### src/rtl/binary_add_pipe.sv
// rtl/binary_add_pipe.sv - pipelined two's-complement adder/subtractor with segmented carry chain
//
// Splits a WIDTH-bit ripple carry chain into STAGES registered segments of
// SEG = ceil(WIDTH/STAGES) bits. One operation is accepted per enabled cycle
// and its result appears STAGES enabled edges later.
//
// Ports:
//   clk       - rising-edge clock
//   rst_n     - asynchronous active-low reset
//   en        - pipeline advance; low freezes every register
//   in_valid  - operands valid (sampled only when en=1)
//   sub       - 0: A+B, 1: A-B
//   A, B      - WIDTH-bit operands
//   S         - registered WIDTH-bit result (holds across bubbles)
//   cout      - raw carry out of the MSB (for sub, 1 = no borrow)
//   ovf       - signed overflow
//   out_valid - S/cout/ovf carry a new result this cycle
//
// Optional feature macro: BINARY_ADD_SAT_EN (signed saturation of S on ovf).

module binary_add_pipe #(
  parameter int WIDTH  = 12,
  parameter int STAGES = 3
) (
  input  logic             clk,
  input  logic             rst_n,
  input  logic             en,
  input  logic             in_valid,
  input  logic             sub,
  input  logic [WIDTH-1:0] A,
  input  logic [WIDTH-1:0] B,
  output logic [WIDTH-1:0] S,
  output logic             cout,
  output logic             ovf,
  output logic             out_valid
);

  localparam int SEG  = (WIDTH + STAGES - 1) / STAGES;
  localparam int LAST = STAGES - 1;

  // Per-stage registers. a/b carry the full operands (b already inverted for
  // sub) so the upper segments still to be added travel with the operation;
  // s carries the low result bits produced so far.
  logic [WIDTH-1:0] a_q [STAGES];
  logic [WIDTH-1:0] a_d [STAGES];
  logic [WIDTH-1:0] b_q [STAGES];
  logic [WIDTH-1:0] b_d [STAGES];
  logic [WIDTH-1:0] s_q [STAGES];
  logic [WIDTH-1:0] s_d [STAGES];
  logic             c_q [STAGES];
  logic             c_d [STAGES];
  logic             v_q [STAGES];
  logic             v_d [STAGES];
  logic             ovf_q;
  logic             ovf_d;

  // Inputs seen by each stage: ports for stage 0, previous register otherwise.
  logic [WIDTH-1:0] a_in [STAGES];
  logic [WIDTH-1:0] b_in [STAGES];
  logic [WIDTH-1:0] s_in [STAGES];
  logic             c_in [STAGES];
  logic             v_in [STAGES];

  assign a_in[0] = A;
  assign b_in[0] = sub ? ~B : B;
  assign s_in[0] = '0;
  assign c_in[0] = sub;
  assign v_in[0] = in_valid;

  genvar g;
  generate
    for (g = 1; g < STAGES; g++) begin : g_link
      assign a_in[g] = a_q[g-1];
      assign b_in[g] = b_q[g-1];
      assign s_in[g] = s_q[g-1];
      assign c_in[g] = c_q[g-1];
      assign v_in[g] = v_q[g-1];
    end
  endgenerate

  logic [WIDTH-1:0] seg_sum;
  logic             seg_c;
  logic             ovf_now;

  always_comb begin
    seg_sum = '0;
    seg_c   = 1'b0;
    ovf_now = 1'b0;
    for (int k = 0; k < STAGES; k++) begin
      seg_sum = s_in[k];
      seg_c   = c_in[k];
      // Ripple only over this stage's bit range; an empty trailing segment
      // (possible when SEG rounds up) simply forwards the carry.
      for (int i = 0; i < WIDTH; i++) begin
        if (i >= k * SEG && i < (k + 1) * SEG) begin
          seg_sum[i] = a_in[k][i] ^ b_in[k][i] ^ seg_c;
          seg_c      = (a_in[k][i] & b_in[k][i]) | (seg_c & (a_in[k][i] ^ b_in[k][i]));
        end
      end
      v_d[k] = v_in[k];
      a_d[k] = a_q[k];
      b_d[k] = b_q[k];
      s_d[k] = s_q[k];
      c_d[k] = c_q[k];
      // Data registers only load real operations, so the final stage keeps
      // the last valid result visible while bubbles pass through.
      if (v_in[k]) begin
        a_d[k] = a_in[k];
        b_d[k] = b_in[k];
        s_d[k] = seg_sum;
        c_d[k] = seg_c;
      end
    end

    // seg_sum now holds the final stage's full result. Same-sign effective
    // operands with a differently-signed sum is exactly carry-in XOR
    // carry-out at the MSB.
    ovf_now = (a_in[LAST][WIDTH-1] == b_in[LAST][WIDTH-1]) &&
              (seg_sum[WIDTH-1] != a_in[LAST][WIDTH-1]);
    ovf_d   = ovf_q;
    if (v_in[LAST]) begin
      ovf_d = ovf_now;
`ifdef BINARY_ADD_SAT_EN
      if (ovf_now) begin
        s_d[LAST] = a_in[LAST][WIDTH-1] ? {1'b1, {(WIDTH-1){1'b0}}}
                                        : {1'b0, {(WIDTH-1){1'b1}}};
      end
`endif
    end
  end

  always_ff @(posedge clk or negedge rst_n) begin
    if (!rst_n) begin
      for (int k = 0; k < STAGES; k++) begin
        a_q[k] <= '0;
        b_q[k] <= '0;
        s_q[k] <= '0;
        c_q[k] <= 1'b0;
        v_q[k] <= 1'b0;
      end
      ovf_q <= 1'b0;
    end else if (en) begin
      for (int k = 0; k < STAGES; k++) begin
        a_q[k] <= a_d[k];
        b_q[k] <= b_d[k];
        s_q[k] <= s_d[k];
        c_q[k] <= c_d[k];
        v_q[k] <= v_d[k];
      end
      ovf_q <= ovf_d;
    end
  end

  assign S         = s_q[LAST];
  assign cout      = c_q[LAST];
  assign ovf       = ovf_q;
  assign out_valid = v_q[LAST];

endmodule

### config.mk
export PLATFORM = sky130hd
export DESIGN_NAME = binary_add_pipe
export DESIGN_NICKNAME = d
export VERILOG_FILES = /design/src/rtl/binary_add_pipe.sv
export SDC_FILE = /design/constraint.sdc
export NUM_CORES = 1
export LEC_CHECK = 0
export ABC_AREA = 1
export BUFFER_PORTS_ARGS = -buffer_cell sky130_fd_sc_hd__buf_2
export CORE_ASPECT_RATIO = 0.5
export CORE_MARGIN = 1.5
export CORE_UTILIZATION = 37
export DETAILED_ROUTE_END_ITERATION = 12
export GPL_TIMING_DRIVEN = 0
export SETUP_SLACK_MARGIN = 0.1
export SLEW_MARGIN = 20
export SYNTH_ARGS = -nofsm -noshare
export SYNTH_HDL_FRONTEND = slang
export SYNTH_SLANG_ARGS = --single-unit
### constraint.sdc
create_clock -name clk -period 2.99 [get_ports clk]
set_clock_uncertainty 0.05 [all_clocks]
set_input_delay 0.4485 -clock clk [delete_from_list [all_inputs] [get_ports clk]]
set_output_delay 0.4485 -clock clk [all_outputs]
set_load 0.01 [all_outputs]
=== After elaboration in Yosys (flattened, before gate mapping) ===
Index checks and enable logic that the tools add are counted.

* Bits in registers: 79
* Latch bits: 0
* Memory bits (writable): 0
* ROM bits: 0
* Input port bits: 29
* Output and inout port bits: 15
* Memories kept: 0

* Add/subtract/negate cells: 0
* Multiply operators: 0
* Divide/modulo/power cells: 0
* Magnitude comparators: 0
* Equality and inequality tests: 2
* Shift-type cells: 0
* Mux-type cells: 1
* Bitwise gates (word level): 61
* Reduce and logical (&&, ||, !) cells: 4

{| class="wikitable"
|+ Operator list
! operator !! number
|-
| AND 1 bit || 24
|-
| XOR 1 bit || 24
|-
| 2-to-1 mux 12 bit || 1
|-
| NOT 12 bit || 1
|-
| OR 1 bit || 12
|-
| AND reduction 2 bit || 3
|-
| == test 1 bit || 1
|-
| logical AND 1 bit || 1
|-
| inequality test 1 bit || 1
|}

=== Longest topological paths before layout ===
Gate-level depths: netlist of the first run.

* Depth in word-level cells: 11
* Gate-level depth with buffers: 12
* Gate-level depth less buffers: 12

=== Least setup slack after synthesis of the first run ===
Ideal clock, no wire load.

* Path kind: flip-flop to flip-flop
* Start point: reg a_q (netlist bit a_in[8])
* End point: reg ovf_q (netlist: ovf)
* Setup time: 0.116 ns
* Data arrival time: 2.101 ns
* Setup slack: 0.723 ns
* Cell stages (with the launch flop): 12
* Buffers on the path: 0
* Period minus slack after synthesis: 2.267 ns
* Cell sequence: dfrtp_1 fa_1 inv_1 fa_1 inv_1 fa_1 inv_1 fa_1 nand2_1 nand2_1 nand2_1 nand2_1

* Word-level cells in the longest chain between the ends: 10
* Elaborated cells between the ends (all ways): 11
* Those cells by class: eq/ne (1); bitwise (9); reduce/logical (1)

{| class="wikitable"
|+ RTL lines
! element !! RTL line !! source
|-
| start: declaration || 44 || <nowiki>logic [WIDTH-1:0] a_q [STAGES];</nowiki>
|-
| start signal: indexed assignment || 144 || <nowiki>a_q[k] <= a_d[k];</nowiki>
|-
| XOR 1 bit || 97 || <nowiki>seg_c = (a_in[k][i] & b_in[k][i]) | (seg_c & (a_in[k][i] ^ b_in[k][i]));</nowiki>
|-
| AND 1 bit || 97 ||
|-
| OR 1 bit (*) || 97 ||
|-
| AND 1 bit (*) || 97 ||
|-
| OR 1 bit (*) || 97 ||
|-
| AND 1 bit (*) || 97 ||
|-
| OR 1 bit (*) || 97 ||
|-
| XOR 1 bit (*) || 96 || <nowiki>seg_sum[i] = a_in[k][i] ^ b_in[k][i] ^ seg_c;</nowiki>
|-
| inequality test 1 bit (*) || 119 || <nowiki>(seg_sum[WIDTH-1] != a_in[LAST][WIDTH-1]);</nowiki>
|-
| logical AND 1 bit (*) || 118 || <nowiki>ovf_now = (a_in[LAST][WIDTH-1] == b_in[LAST][WIDTH-1]) &&</nowiki>
|-
| end signal: assignment || 150 || <nowiki>ovf_q <= ovf_d;</nowiki>
|-
| end: declaration || 54 || <nowiki>logic ovf_q;</nowiki>
|}

Mark *: on every way between the ends. The rest lies on a longest branch, timed or not.
A chain may end at the register's enable or synchronous reset.

=== Final worst setup path of the first run ===
Same ends and word-level chain as after synthesis.

==> out/qor.yml, run 1 <==
placed_design:
  placed_cell_area_um2: 2950
  dp.final_hpwl_um: 3750
  routabilityCongestion: 0.755
  port_buffer_count: 43
  dp_worst_setup_slack_ns: 0.496
sta:
  final_worst_path_period_need_ns: 2.42
  max_slew_margin: 0.549
  maxSlewViolCount: 0
  final_hold_slack_ns: 0.145
  layout_setup_ws_ns: 0.575
  worst-slew-pin-transition_ns: 0.677
  min_period_over_period: 0.808
  final.setup.tns_ns: 0
  rsz0062_at_grt: "no"
  timing.fmax_ghz: 0.414
  setup_viol: 0
  timing.final.hold_violations: 0
clock_tree:
  cts-htree-levels: 2
  number_of_buffers_inserted_to_repair_setup_after_cts: 0
  clock_sink_count: 55
  clock_tree.buffer_depth: 2
  cts_hold_buffers: 0
  path_clk_slew_ns: 0.07
  cts-buffers-inserted: 5
  cts_root_buffer: "clkbuf_16"
  insertion_delay_ns: 0.29
  post_cts_sizing_count: 0
  cts_tree: "built"
synthesis:
  netlist_area_um2: 2620
  synth-warning-count: 0
  syn_inst: 284
  post_synthesis_mean_instance_area_um2: 9.21
  yosysSeqAreaShare: 0.526
  synth.distinct_cells: 18
  synth_nets: 325
  postSynthRegisterBits: 55
global_routing:
  grt_max_degree: 56
  grt_util_all_layers: 0.143
  first_global_vias: 1810
  grt_antenna_before_repair: 0
  grt_pass1_wl_um: 8560
  globalRoute.totalOverflow: 0
power_and_ir_drop:
  pwr_density_cell_nw_per_um2: 693
  max-vdd-ir-drop_v: 0.000237
  power.static_leakage_uw: 0.00170
floorplan:
  die_span_x_um: 122
  design.core.area_um2: 6750
  dieHeight_um: 62.5
  floorplan.initialDensity: 0.387
  floorplan.rows: 21
  ios: 44
  design.die.area_um2: 7620
setup_path:
  crit_path_start_kind: "flip-flop"
  worst-setup-path-type: "flip-flop to flip-flop"
  cp.arrival_ns: 2.55
  critical_path.top_delay_family: "adder cells"
  cp_num_buf_inv: 3
  critical_path_required_ns: 3.13
  slowest_cell_on_the_critical_path: "fa_1"
  crit_chain: "fa_1, inv_1, fa_1, inv_1, fa_1, inv_1, fa_1, nand2_1, nand2_1, nand2_1, nand2_1"
  end_kind: "flip-flop"
  worst-path-max-fanout: 3
  slowest_delay_ns: 0.46
  r2r_slack_ns: 0.57
finish:
  nNetsFinal: 375
  final_cell_area_um2: 3090
  layout-area-overhead-vs-synth_pct: 18.0
  antenna_cells_inserted: 0
  drive_above_1_share: 0.212
route:
  drt_pass1_iterations: 4
  postRouteWirelength_um: 4890
  vias_per_cell: 4.32
  final_antenna_net_count: 0
  route.detailed.drc: 0
  drt_iter0_markers: 119
  routed_wire_length_per_instance_um: 11.5
  vias: 1845
run:
  max_cap_violations: 0
min_path:
  worst_hold_class: "input pin to async pin"
run_status:
  status: "finished, final reports clean"
## path summary, 6_finish.rpt
check,end,from,cells past startpoint
worst max-delay path,ovf$_DFFE_PN0P_,a_in[8]$_DFFE_PN0P_,11
worst min-delay path,b_in[17]$_DFFE_PN0P_,rst_n,1
worst max register to register,ovf$_DFFE_PN0P_,a_in[8]$_DFFE_PN0P_,11
worst min register to register,S[8]$_DFFE_PN0P_,S[8]$_DFFE_PN0P_,2
max in group asynchronous,b_in[8]$_DFFE_PN0P_,rst_n,1
min in group clk,a_in[17]$_DFFE_PN0P_,A[5],3
## area by class of cell
class / count / area, um^2
buffer: 13 / 129
clock buffer: 7 / 133
clock inverter: 1 / 5.00
fill: 660 / 3670
inverter: 37 / 139
multi-input combinational: 179 / 972
sequential: 55 / 1380
tap: 92 / 115
timing repair buffer: 43 / 218
## cell usage after synthesis
cell type / count / area, um^2
buf_6: 9 / 101
buf_4: 3 / 22.5
ha_1: 1 / 12.5
fa_1: 11 / 220
nand3_1: 23 / 115
dfrtp_1: 55 / 1380
xor2_1: 1 / 8.76
nand2_4: 2 / 22.5
nand2_1: 106 / 398
inv_2: 1 / 3.75
nor2_1: 6 / 22.5
buf_2: 1 / 5.00
a21oi_1: 5 / 25.0
o21ai_0: 16 / 80.1
xnor2_1: 2 / 17.5
inv_1: 36 / 135
nand2_2: 1 / 6.26
o21ai_2: 5 / 43.8
## logic make-up after synthesis
logic type | Yosys count | share of synthesized area
AOI/OAI and AO/OA | 26 | 0.0569
adders and majority gates | 12 | 0.0890
xor gates and xnor gates | 3 | 0.0100
buffers and inverters | 50 | 0.102
and+or+nand+nor | 138 | 0.216
DFF | 55 | 0.526
## flip-flops by register name, indices dropped and copies added, names as in the netlist
signal / flops
S: 12
a_in: 12
b_in: 12
c_in: 2
cout: 1
out_valid: 1
ovf: 1
s_in: 12
v_d: 2
## metal layers
layer	routed length [um]	GRT usage	up-vias
met5	0	0	-
met4	43	0.0353	0
met3	226	0.0411	6
met2	2050	0.213	27
met1	2570	0.204	849
li1	-	-	963
## cell usage in the layout (no fill, tap or decap), drive strengths merged
cell / netlist / routed
a21oi: 5 / 5
buf: 13 / 56
clkbuf: 0 / 7
clkinv: 0 / 1
dfrtp: 55 / 55
fa: 11 / 11
ha: 1 / 1
inv: 37 / 37
nand2: 109 / 109
nand3: 23 / 23
nor2: 6 / 6
o21ai: 21 / 21
xnor2: 2 / 2
xor2: 1 / 1
## power by group
part | switching [uW] | internal [uW] | total, uW
logic | 320 | 239 | 559
registers | 97.8 | 926 | 1020
clock network | 246 | 310 | 556
## per-stage QoR
step	instances	power, uW	utilization
after global routing	427	2310	0.457
after CTS	427	2170	0.457
after global placement	419	1590	0.436
final	427	2140	0.457
after detailed placement	419	1610	0.437
after floorplan	284	1390	-
No activity file was read; power rests on OpenSTA's default activity.
==> run 2, diff against run 1 <==
ABC_AREA = 0   (was 1)
clock period = 2.16 ns   (was 2.99 ns; I/O delays follow)
==> run 2 against run 1 <==
Effect of this change: the run now ends with negative setup slack left; count of clock-buffer cells in the layout fell by 1; die area fell by 2.3%; clock power rose by 66%; flip-flop and latch count did not move; register-to-register slack got worse by 0.71 ns; cell count fell by 22%; critical endpoint unchanged; largest cell class unchanged; highest routed layer unchanged.
==> out/qor.yml, run 2 <==
synthesis:
  synth-warning-count: 0
  post_synthesis_mean_instance_area_um2: 13.5
  ys_top_cells_by_area: "dfrtp_1 (54%), mux2_2 (8.8%), fa_1 (8.6%)"
  top_area_cell_type_share_of_the_netlist_area: 0.539
  yosysSeqAreaShare: 0.539
  syn_inst: 189
  synth_common_cells: "dfrtp_1 (55), inv_1 (28), mux2_2 (20)"
  synth-main-ff-cell: "dfrtp_1"
  netlist_area_um2: 2550
  number_of_enable_flip_flop_cells_after_synthesis: 0
  synth.distinct_cells: 21
  yosysTopAreaCell: "dfrtp_1"
  synthArstFlopShare: 1.00
  synth_nets: 230
  synthMostInstantiatedCell: "dfrtp_1"
  postSynthRegisterBits: 55
sta:
  final_worst_path_period_need_ns: 2.29
  final_hold_slack_ns: 0.0164
  max_slew_margin: 0.550
  setup_viol: 2
  rsz0062_at_grt: "yes"
  timing.final.hold_violations: 0
  min_period_over_period: 1.06
  maxSlewViolCount: 0
  worst-slew-pin-transition_ns: 0.676
  final.setup.tns_ns: -0.134
  layout_setup_ws_ns: -0.134
  timing.fmax_ghz: 0.436
route:
  vias_per_cell: 4.50
  route.detailed.drc: 0
  routed_wire_length_per_instance_um: 13.6
  drt_iter0_markers: 40
  final_antenna_net_count: 0
  drt_pass1_iterations: 4
  vias: 1504
  postRouteWirelength_um: 4540
finish:
  final_cell_mix: "dfrtp_1 (55), buf_2 (43), inv_1 (19), mux2_2 (19), a21oi_1 (18)"
  antenna_cells_inserted: 0
  leading_cell_type_in_the_layout_fill_and_taps_excluded: "dfrtp_1"
  layout-area-overhead-vs-synth_pct: 22.3
  drive_above_1_share: 0.459
  final_cell_area_um2: 3130
  nNetsFinal: 282
setup_path:
  end_kind: "flip-flop"
  slowest_delay_ns: 0.43
  cp.arrival_ns: 2.46
  cp_num_buf_inv: 3
  slowest_cell_on_the_critical_path: "fa_1"
  crit_chain: "fa_2, inv_2, fa_2, inv_2, fa_2, inv_2, fa_1, xor2_1, o2bb2ai_1"
  worst-setup-path-type: "flip-flop to flip-flop"
  crit_path_start_kind: "flip-flop"
  worst-path-max-fanout: 2
  critical_path.top_delay_family: "adder cells"
  critical_path_required_ns: 2.33
power_and_ir_drop:
  pwr_density_cell_nw_per_um2: 1110
  power.static_leakage_uw: 0.00152
  max-vdd-ir-drop_v: 0.000383
  power_uw: 3470
global_routing:
  first_global_vias: 1562
  grt_pass1_wl_um: 7380
  grt_antenna_before_repair: 0
  grt_max_degree: 56
  globalRoute.totalOverflow: 0
  grt_util_all_layers: 0.132
clock_tree:
  cts-htree-levels: 2
  cts_root_buffer: "clkbuf_16"
  clock_sink_count: 55
  cts-buffers-inserted: 5
  cts_tree: "built"
  insertion_delay_ns: 0.29
  clock_tree.buffer_depth: 2
  cts_hold_buffers: 0
  path_clk_slew_ns: 0.07
run:
  max_cap_violations: 0
placed_design:
  dp.final_hpwl_um: 3250
  port_buffer_count: 43
  placed_cell_area_um2: 2900
  routabilityCongestion: 0.767
  dp_worst_setup_slack_ns: -0.321
floorplan:
  design.die.area_um2: 7440
  ios: 44
  floorplan.initialDensity: 0.383
  die_span_x_um: 121
  design.core.area_um2: 6670
  floorplan.rows: 21
  dieHeight_um: 61.8
min_path:
  worst_hold_class: "input pin to async pin"
run_status:
  violations: "negative setup slack"
  status: "finished, violations left"
run 2: cell count changes after synthesis, sizes merged, moves of 6 or more:
cell | before | now
a21oi | 5 | 18
buf | 13 | 7
inv | 37 | 28
mux2 | 0 | 31
mux2i | 0 | 9
nand2 | 109 | 3
nand3 | 23 | 3
nor2 | 6 | 0
o21ai | 21 | 6
xnor2 | 2 | 11
run 2: area by class of cell:
| cell class | count | area (um^2) |
|---|---|---|
| well taps | 92 | 115 |
| clock buffers | 6 | 139 |
| plain buffers | 7 | 55.1 |
| inverters | 28 | 105 |
| repair buffers | 46 | 246 |
| multi-input cells | 98 | 1050 |
| flip-flops and latches | 55 | 1380 |
| clock inverters | 2 | 35.0 |
| fillers | 610 | 3550 |
run 2: where the power goes:
part	leakage (uW)	internal (uW)	switching [uW]
combinational	0.000798	561	437
sequential	0.000639	1360	188
clock	0.0000868	576	345
run 2: routing by layer:
metal / GRT usage / up-vias / routed length, um
met5: 0 / - / 0
met4: 0.0403 / 0 / 59
met3: 0.0420 / 7 / 221
met2: 0.222 / 23 / 2180
met1: 0.169 / 756 / 2080
li1: - / 718 / -
run 2: cell families after synthesis:
| logic type | Yosys count | synth area share |
|---|---|---|
| AOI/OAI and AO/OA | 25 | 0.0504 |
| adders and majority gates | 12 | 0.0911 |
| DFF | 55 | 0.539 |
| buffers and inverters | 36 | 0.0656 |
| xor gates and xnor gates | 13 | 0.0446 |
| and+or+nand+nor | 8 | 0.0215 |
| muxes | 40 | 0.188 |
run 2: what timing repair did:
action                                  in CTS  in global routing
setup buffers                                2                  1
gates resized for setup                     11                  9
pin swaps                                    4                  3
endpoints found under the setup margin       4                  4
run 2: per-stage QoR:
| stage | util | instances |
|---|---|---|
| 3_3_place_gp | 0.434 | 324 |
| 4_1_cts | 0.467 | 334 |
| 3_5_place_dp | 0.434 | 324 |
| 2_1_floorplan | - | 189 |
| 6_report | 0.468 | 334 |
| 5_1_grt | 0.468 | 334 |
run 2: final timing paths:
kind	start	end	slack, ns	depth (start not counted)
max	a_in[8]$_DFFE_PN0P_	ovf$_DFFE_PN0P_	-0.13	9
min	rst_n	a_in[20]$_DFFE_PN0P_	0.02	1
max reg2reg	a_in[8]$_DFFE_PN0P_	ovf$_DFFE_PN0P_	-0.13	9
min reg2reg	ovf$_DFFE_PN0P_	ovf$_DFFE_PN0P_	0.44	1
max in group asynchronous	rst_n	S[3]$_DFFE_PN0P_	1.59	1
min in group clk	A[5]	a_in[17]$_DFFE_PN0P_	0.21	2
